### src/rtl/img_sram_loader.sv
// Packs a bit-serial pixel stream into one SRAM word per image row and writes
// the header / row / end-of-job words that the binary convolution engine reads.
module img_sram_loader #(
    parameter int                ADDR_W    = 12,
    parameter int                DATA_W    = 16,
    parameter logic [ADDR_W-1:0] BASE_ADDR = '0
) (
    input  logic              clk,
    input  logic              reset,
    input  logic              load_start,
    input  logic [4:0]        load_dim,
    input  logic              load_end,
    input  logic              pix_valid,
    input  logic              pix_data,
    output logic              pix_ready,
    output logic              loader_busy,
    output logic              loader_done,
    output logic              err_dim,
    output logic              err_ovf,
    output logic [ADDR_W-1:0] loader_sram_write_address,
    output logic [DATA_W-1:0] loader_sram_write_data,
    output logic              loader_sram_write_enable
);

    localparam int                COL_W     = $clog2(DATA_W);
    localparam logic [DATA_W-1:0] TERM_WORD = DATA_W'(16'h00FF);

    typedef enum logic [2:0] {
        S_IDLE, S_HDR, S_ROW, S_RWR, S_WAIT, S_TERM, S_DONE
    } state_e;

    state_e            state_q, state_d;
    logic [ADDR_W-1:0] ptr_q, ptr_d;
    logic              full_q, full_d;
    logic [4:0]        n_q, n_d;
    logic [COL_W-1:0]  col_q, col_d;
    logic [4:0]        row_q, row_d;
    logic [DATA_W-1:0] pack_q, pack_d;
    logic              we_q, we_d;
    logic [ADDR_W-1:0] addr_q, addr_d;
    logic [DATA_W-1:0] data_q, data_d;
    logic              ready_q, ready_d;
    logic              busy_q, busy_d;
    logic              done_q, done_d;
    logic              err_dim_q, err_dim_d;
    logic              err_ovf_q, err_ovf_d;

    logic              wr_req;
    logic [DATA_W-1:0] wr_data;
    logic              dim_ok;
    logic              xfer;

    assign dim_ok = (load_dim == 5'd10) || (load_dim == 5'd12) || (load_dim == 5'd16);
    assign xfer   = pix_valid && ready_q;

    // NOTE: every signal gets a default before the case so no path can infer a latch.
    always_comb begin
        state_d   = state_q;
        ptr_d     = ptr_q;
        full_d    = full_q;
        n_d       = n_q;
        col_d     = col_q;
        row_d     = row_q;
        pack_d    = pack_q;
        we_d      = 1'b0;
        addr_d    = addr_q;
        data_d    = data_q;
        done_d    = 1'b0;
        err_dim_d = 1'b0;
        err_ovf_d = err_ovf_q;
        wr_req    = 1'b0;
        wr_data   = '0;

        case (state_q)
            S_IDLE, S_WAIT: begin
                if (load_end) begin
                    state_d = S_TERM;
                end else if (load_start) begin
                    if (dim_ok) begin
                        state_d = S_HDR;
                        n_d     = load_dim;
                    end else begin
                        err_dim_d = 1'b1;
                    end
                end
            end
            S_HDR: begin
                wr_req  = 1'b1;
                wr_data = DATA_W'(n_q);
                col_d   = '0;
                row_d   = '0;
                pack_d  = '0;
                state_d = S_ROW;
            end
            S_ROW: begin
                if (xfer) begin
                    pack_d[col_q] = pix_data;
                    col_d         = col_q + COL_W'(1);
                    if (5'(col_q) == n_q - 5'd1) state_d = S_RWR;
                end
            end
            S_RWR: begin
                wr_req  = 1'b1;
                wr_data = pack_q;
                pack_d  = '0;
                col_d   = '0;
                row_d   = row_q + 5'd1;
                state_d = (row_q == n_q - 5'd1) ? S_WAIT : S_ROW;
            end
            S_TERM: begin
                wr_req  = 1'b1;
                wr_data = TERM_WORD;
                state_d = S_DONE;
            end
            S_DONE: begin
                done_d  = 1'b1;
                ptr_d   = BASE_ADDR;
                full_d  = 1'b0;
                state_d = S_IDLE;
            end
            default: state_d = S_IDLE;
        endcase

        // Once the top address has been written, any further write is dropped for good.
        if (wr_req) begin
            if (full_q || err_ovf_q) begin
                err_ovf_d = 1'b1;
            end else begin
                we_d   = 1'b1;
                addr_d = ptr_q;
                data_d = wr_data;
                ptr_d  = ptr_q + ADDR_W'(1);
                if (ptr_q == {ADDR_W{1'b1}}) full_d = 1'b1;
            end
        end
    end

    assign ready_d = (state_d == S_ROW);
    assign busy_d  = (state_d != S_IDLE);

    // NOTE: state uses non-blocking assignments; reset is synchronous, sampled on the clock edge.
    always_ff @(posedge clk) begin
        if (reset) begin
            state_q   <= S_IDLE;
            ptr_q     <= BASE_ADDR;
            full_q    <= 1'b0;
            n_q       <= '0;
            col_q     <= '0;
            row_q     <= '0;
            pack_q    <= '0;
            we_q      <= 1'b0;
            addr_q    <= '0;
            data_q    <= '0;
            ready_q   <= 1'b0;
            busy_q    <= 1'b0;
            done_q    <= 1'b0;
            err_dim_q <= 1'b0;
            err_ovf_q <= 1'b0;
        end else begin
            state_q   <= state_d;
            ptr_q     <= ptr_d;
            full_q    <= full_d;
            n_q       <= n_d;
            col_q     <= col_d;
            row_q     <= row_d;
            pack_q    <= pack_d;
            we_q      <= we_d;
            addr_q    <= addr_d;
            data_q    <= data_d;
            ready_q   <= ready_d;
            busy_q    <= busy_d;
            done_q    <= done_d;
            err_dim_q <= err_dim_d;
            err_ovf_q <= err_ovf_d;
        end
    end

    assign pix_ready                 = ready_q;
    assign loader_busy               = busy_q;
    assign loader_done               = done_q;
    assign err_dim                   = err_dim_q;
    assign err_ovf                   = err_ovf_q;
    assign loader_sram_write_address = addr_q;
    assign loader_sram_write_data    = data_q;
    assign loader_sram_write_enable  = we_q;

endmodule
### config.mk
export PLATFORM = sky130hd
export DESIGN_NAME = img_sram_loader
export DESIGN_NICKNAME = d
export VERILOG_FILES = /design/src/rtl/img_sram_loader.sv
export SDC_FILE = /design/constraint.sdc
export NUM_CORES = 1
export LEC_CHECK = 0
export BUFFER_PORTS_ARGS = -buffer_cell sky130_fd_sc_hd__clkbuf_2
export CAP_MARGIN = 25
export CORE_MARGIN = 3
export CORE_UTILIZATION = 25
export CTS_CLUSTER_DIAMETER = 150
export DETAILED_ROUTE_END_ITERATION = 8
export PLACE_DENSITY = 0.48
export SLEW_MARGIN = 25
export SYNTH_ARGS = -nofsm -noshare
export SYNTH_HDL_FRONTEND = slang
export SYNTH_SLANG_ARGS = --single-unit
### constraint.sdc
create_clock -name clk -period 2.1 [get_ports clk]
set_clock_uncertainty 0.1 [all_clocks]
set_input_delay 0.21 -clock clk [delete_from_list [all_inputs] [get_ports clk]]
set_output_delay 0.21 -clock clk [all_outputs]
set_load 0.01 [all_outputs]
==> reports/metrics.yaml <==
setup_path:
  worst_setup_path_start_kind: "input port"
  worst-path-buf-inv: 2
  path_delay_family: "simple AND/OR/NAND/NOR gates"
  r2r_slack_ns: 0.20
  timing.rr.end: "state_q[2]"
  reg2reg_from: "n_q[0]"
  critPathMaxFanout: 6
  critical_path.slowest_cell: "dlygate4sd3_1"
  max_stage_delay_ns: 0.52
  path_cells: "dlygate4sd3_1 > clkbuf_2 > nor4b_1 > a31oi_1 > nor4b_4 > mux2i_1 > nor2_1"
  critPathKind: "input port to flip-flop"
  arrival_ns: 2.05
  worstRegToRegCells: 7
  endpoint_kind: "flip-flop"
  cp.required_ns: 2.22
sta:
  grt_setup_unrepaired: "true"
  whs_ns: 0.0509
  layout_worst_path_cycle_share: 0.919
  fmax_mhz: 518
  final-max-slew-violation-count: 0
  hold_viol: 0
  fin_tns_setup_ns: 0
  slew_headroom: 0.494
  worst_slack_ns: 0.170
  period_needed_ns: 1.93
  worst_pin_slew_ns: 0.756
  setup_viol: 0
hold_path:
  min_to: "pack_q[8]"
  hp-start: "pix_data"
  min_delay_path_depth: 3
  hold_path_class: "input port to flip-flop"
power_and_ir_drop:
  clkPwrFrac: 0.473
  p_per_area_nw_per_um2: 801
  finalPower_mw: 3.45
  pwr-share-seq: 0.454
  p_leak_nw: 1.62
  p_int_mw: 2.57
  vdd_ir_drop_max_uv: 388
  switching_share: 0.253
  p_switching_uw: 873
  pwr-share-comb: 0.073
floorplan:
  fp-row-count: 43
  die_area_um2: 15700
  die_w_um: 125
  core_um2: 13900
  initial_utilization: 0.256
  io_pins: 45
  dieHeight_um: 125
synthesis:
  synth_area_um2: 3570
  synth_edf_count: 0
  synth_common_cells: "80 x dfxtp_1, 73 x nand2_1, 62 x nor2_1, 41 x a21oi_1, 19 x nand3_1"
  yosysMostFrequentCell: "dfxtp_1"
  avgSynthCellArea_um2: 8.24
  yosys-top-cells-area: "dfxtp_1 45%, nand2_1 7.7%, nor2_1 6.5%"
  synth_cells: 433
  synth_largest_area_cell: "dfxtp_1"
  yosys_warnings: 0
  yosysTopAreaCellShare: 0.449
  synth_ff_type: "dfxtp_1"
  synthDistinctLibCells: 44
  yosys_register_bits: 80
  syn_nets: 451
  async_flop_share: 0
  ys_seq_area_frac: 0.449
placement:
  port_buffers: 44
  dp_cells: 642
  place_ws_ns: 0.209
  place_hpwl_mm: 6.64
  place.gp.congestion: 0.779
global_route:
  grt_pass1_vias: 3094
  grt.total_usage: 0.119
  grt_first_pass_wirelength_mm: 15.4
  antenna_found_initial: 0
  grt_max_degree: 38
  grt.overflow.total: 0
clocking:
  cts_made_buffers: 9
  cts_sinks: 80
  cts_setup_buffers: 0
  cts_resized: 0
  clockBufferDepth: 2
  cts_tree: "yes"
  root_buffer: "clkbuf_16"
  htreeDepth: 3
  clk-insertion-delay-late_ns: 0.34
  path_clk_slew_ns: 0.06
drt:
  vias: 3096
  drc: 0
  drtIter0Drc: 177
  routed_wl_mm: 9.02
  ant_nets: 0
  first_pass_iters: 5
  wl_per_cell_um: 13.7
  vias_per_cell: 4.70
run:
  maxCapViolations: 0
finish:
  drive_gt1_frac: 0.196
  nets: 492
  fin_cells: 659
  area_growth_pct: 20.6
  n_fill_cell: 1488
  diodes: 0
outcome:
  status: "finished, final reports clean"
-- how the worst max path moves through the flow --
stage                 end         from  depth (start not counted)
3_5_place_dp   state_q[2]       n_q[0]                          7
5_1_grt         pix_ready  load_dim[4]                          7
3_3_place_gp    pix_ready       n_q[0]                          7
4_1_cts            n_q[1]  load_dim[4]                          7
6_report           n_q[1]  load_dim[4]                          7
2_1_floorplan  state_q[2]       n_q[0]                          7
-- power groups by stage --
stage / sequential, mW / clock [mW] / combinational, mW
after floorplan: 1.60 / 0 / 0.163
after global placement: 1.60 / 0 / 0.252
after detailed placement: 1.60 / 0 / 0.252
after CTS: 1.57 / 1.67 / 0.254
after global routing: 1.57 / 1.74 / 0.282
final: 1.57 / 1.63 / 0.250
-- metrics by stage --
stage	utilization	instance area, um^2
final	0.309	4300
after global placement	0.286	3980
after global routing	0.309	4300
after floorplan	-	3570
after detailed placement	0.286	3980
after CTS	0.309	4300
-- kinds of logic (layout without fill, tap and decap cells) --
family / Yosys count / in the layout / synth area share
compound gates: 86 / 86 / 0.160
mux: 9 / 9 / 0.0266
flops: 80 / 80 / 0.449
buf+inv: 39 / 85 / 0.0498
simple gates: 197 / 197 / 0.253
xor+xnor: 15 / 15 / 0.0368
fa+ha+maj: 7 / 7 / 0.0245
-- worst register-to-register path, delay by kind of cell (launching register included) --
kind / cells / cell delay (ns)
AOI/OAI and AO/OA: 2 / 0.19
adders and majority gates: 1 / 0.22
buffers and inverters: 1 / 0.10
DFF: 1 / 0.36
and+or+nand+nor: 3 / 0.86
-- layer usage --
metal	wire, um	global-route usage	up-vias
li1	-	-	1584
met1	4350	0.154	1464
met2	4220	0.195	38
met3	308	0.0273	10
met4	133	0.0408	0
met5	0	0	-
-- sequential cells by signal, indices dropped and copies added (netlist names) --
register and count:
pack_q 16, loader_done 1, pix_ready 1, ptr_q 12
err_ovf 1, loader_busy 1, n_q 5, state_q 3
loader_sram_write_address 12, row_q 5, loader_sram_write_enable 1, full_q 1
col_q 4, err_dim 1, loader_sram_write_data 16
-- area by class of cell --
cell class                      count  area [um^2]  area share
Clock buffer                        9          225      0.0523
Timing Repair Buffer               60          343      0.0797
Tap cell                          180          225      0.0523
Sequential cell                    80         1600       0.372
Multi-Input combinational cell    314         1790       0.416
Inverter                            9         33.8     0.00785
Clock inverter                      7         85.1      0.0198
-- placed cells by master (no fill, tap or decap), types with 9 or more instances in the layout --
cell        n
dfxtp_1    80
nand2_1    73
nor2_1     62
clkbuf_2   44
a21oi_1    41
nand3_1    19
buf_4      15
o221a_2    11
xor2_1     11
inv_1       9
nor3_1      9
clkbuf_16   9
-- what timing repair did --
| action | CTS | global route |
|---|---|---|
| hold buffers | 1 | 0 |
| endpoints found under the hold margin | 1 | 0 |
| endpoints found under the setup margin | 0 | 1 |
Power figures use the tool's default switching activity.
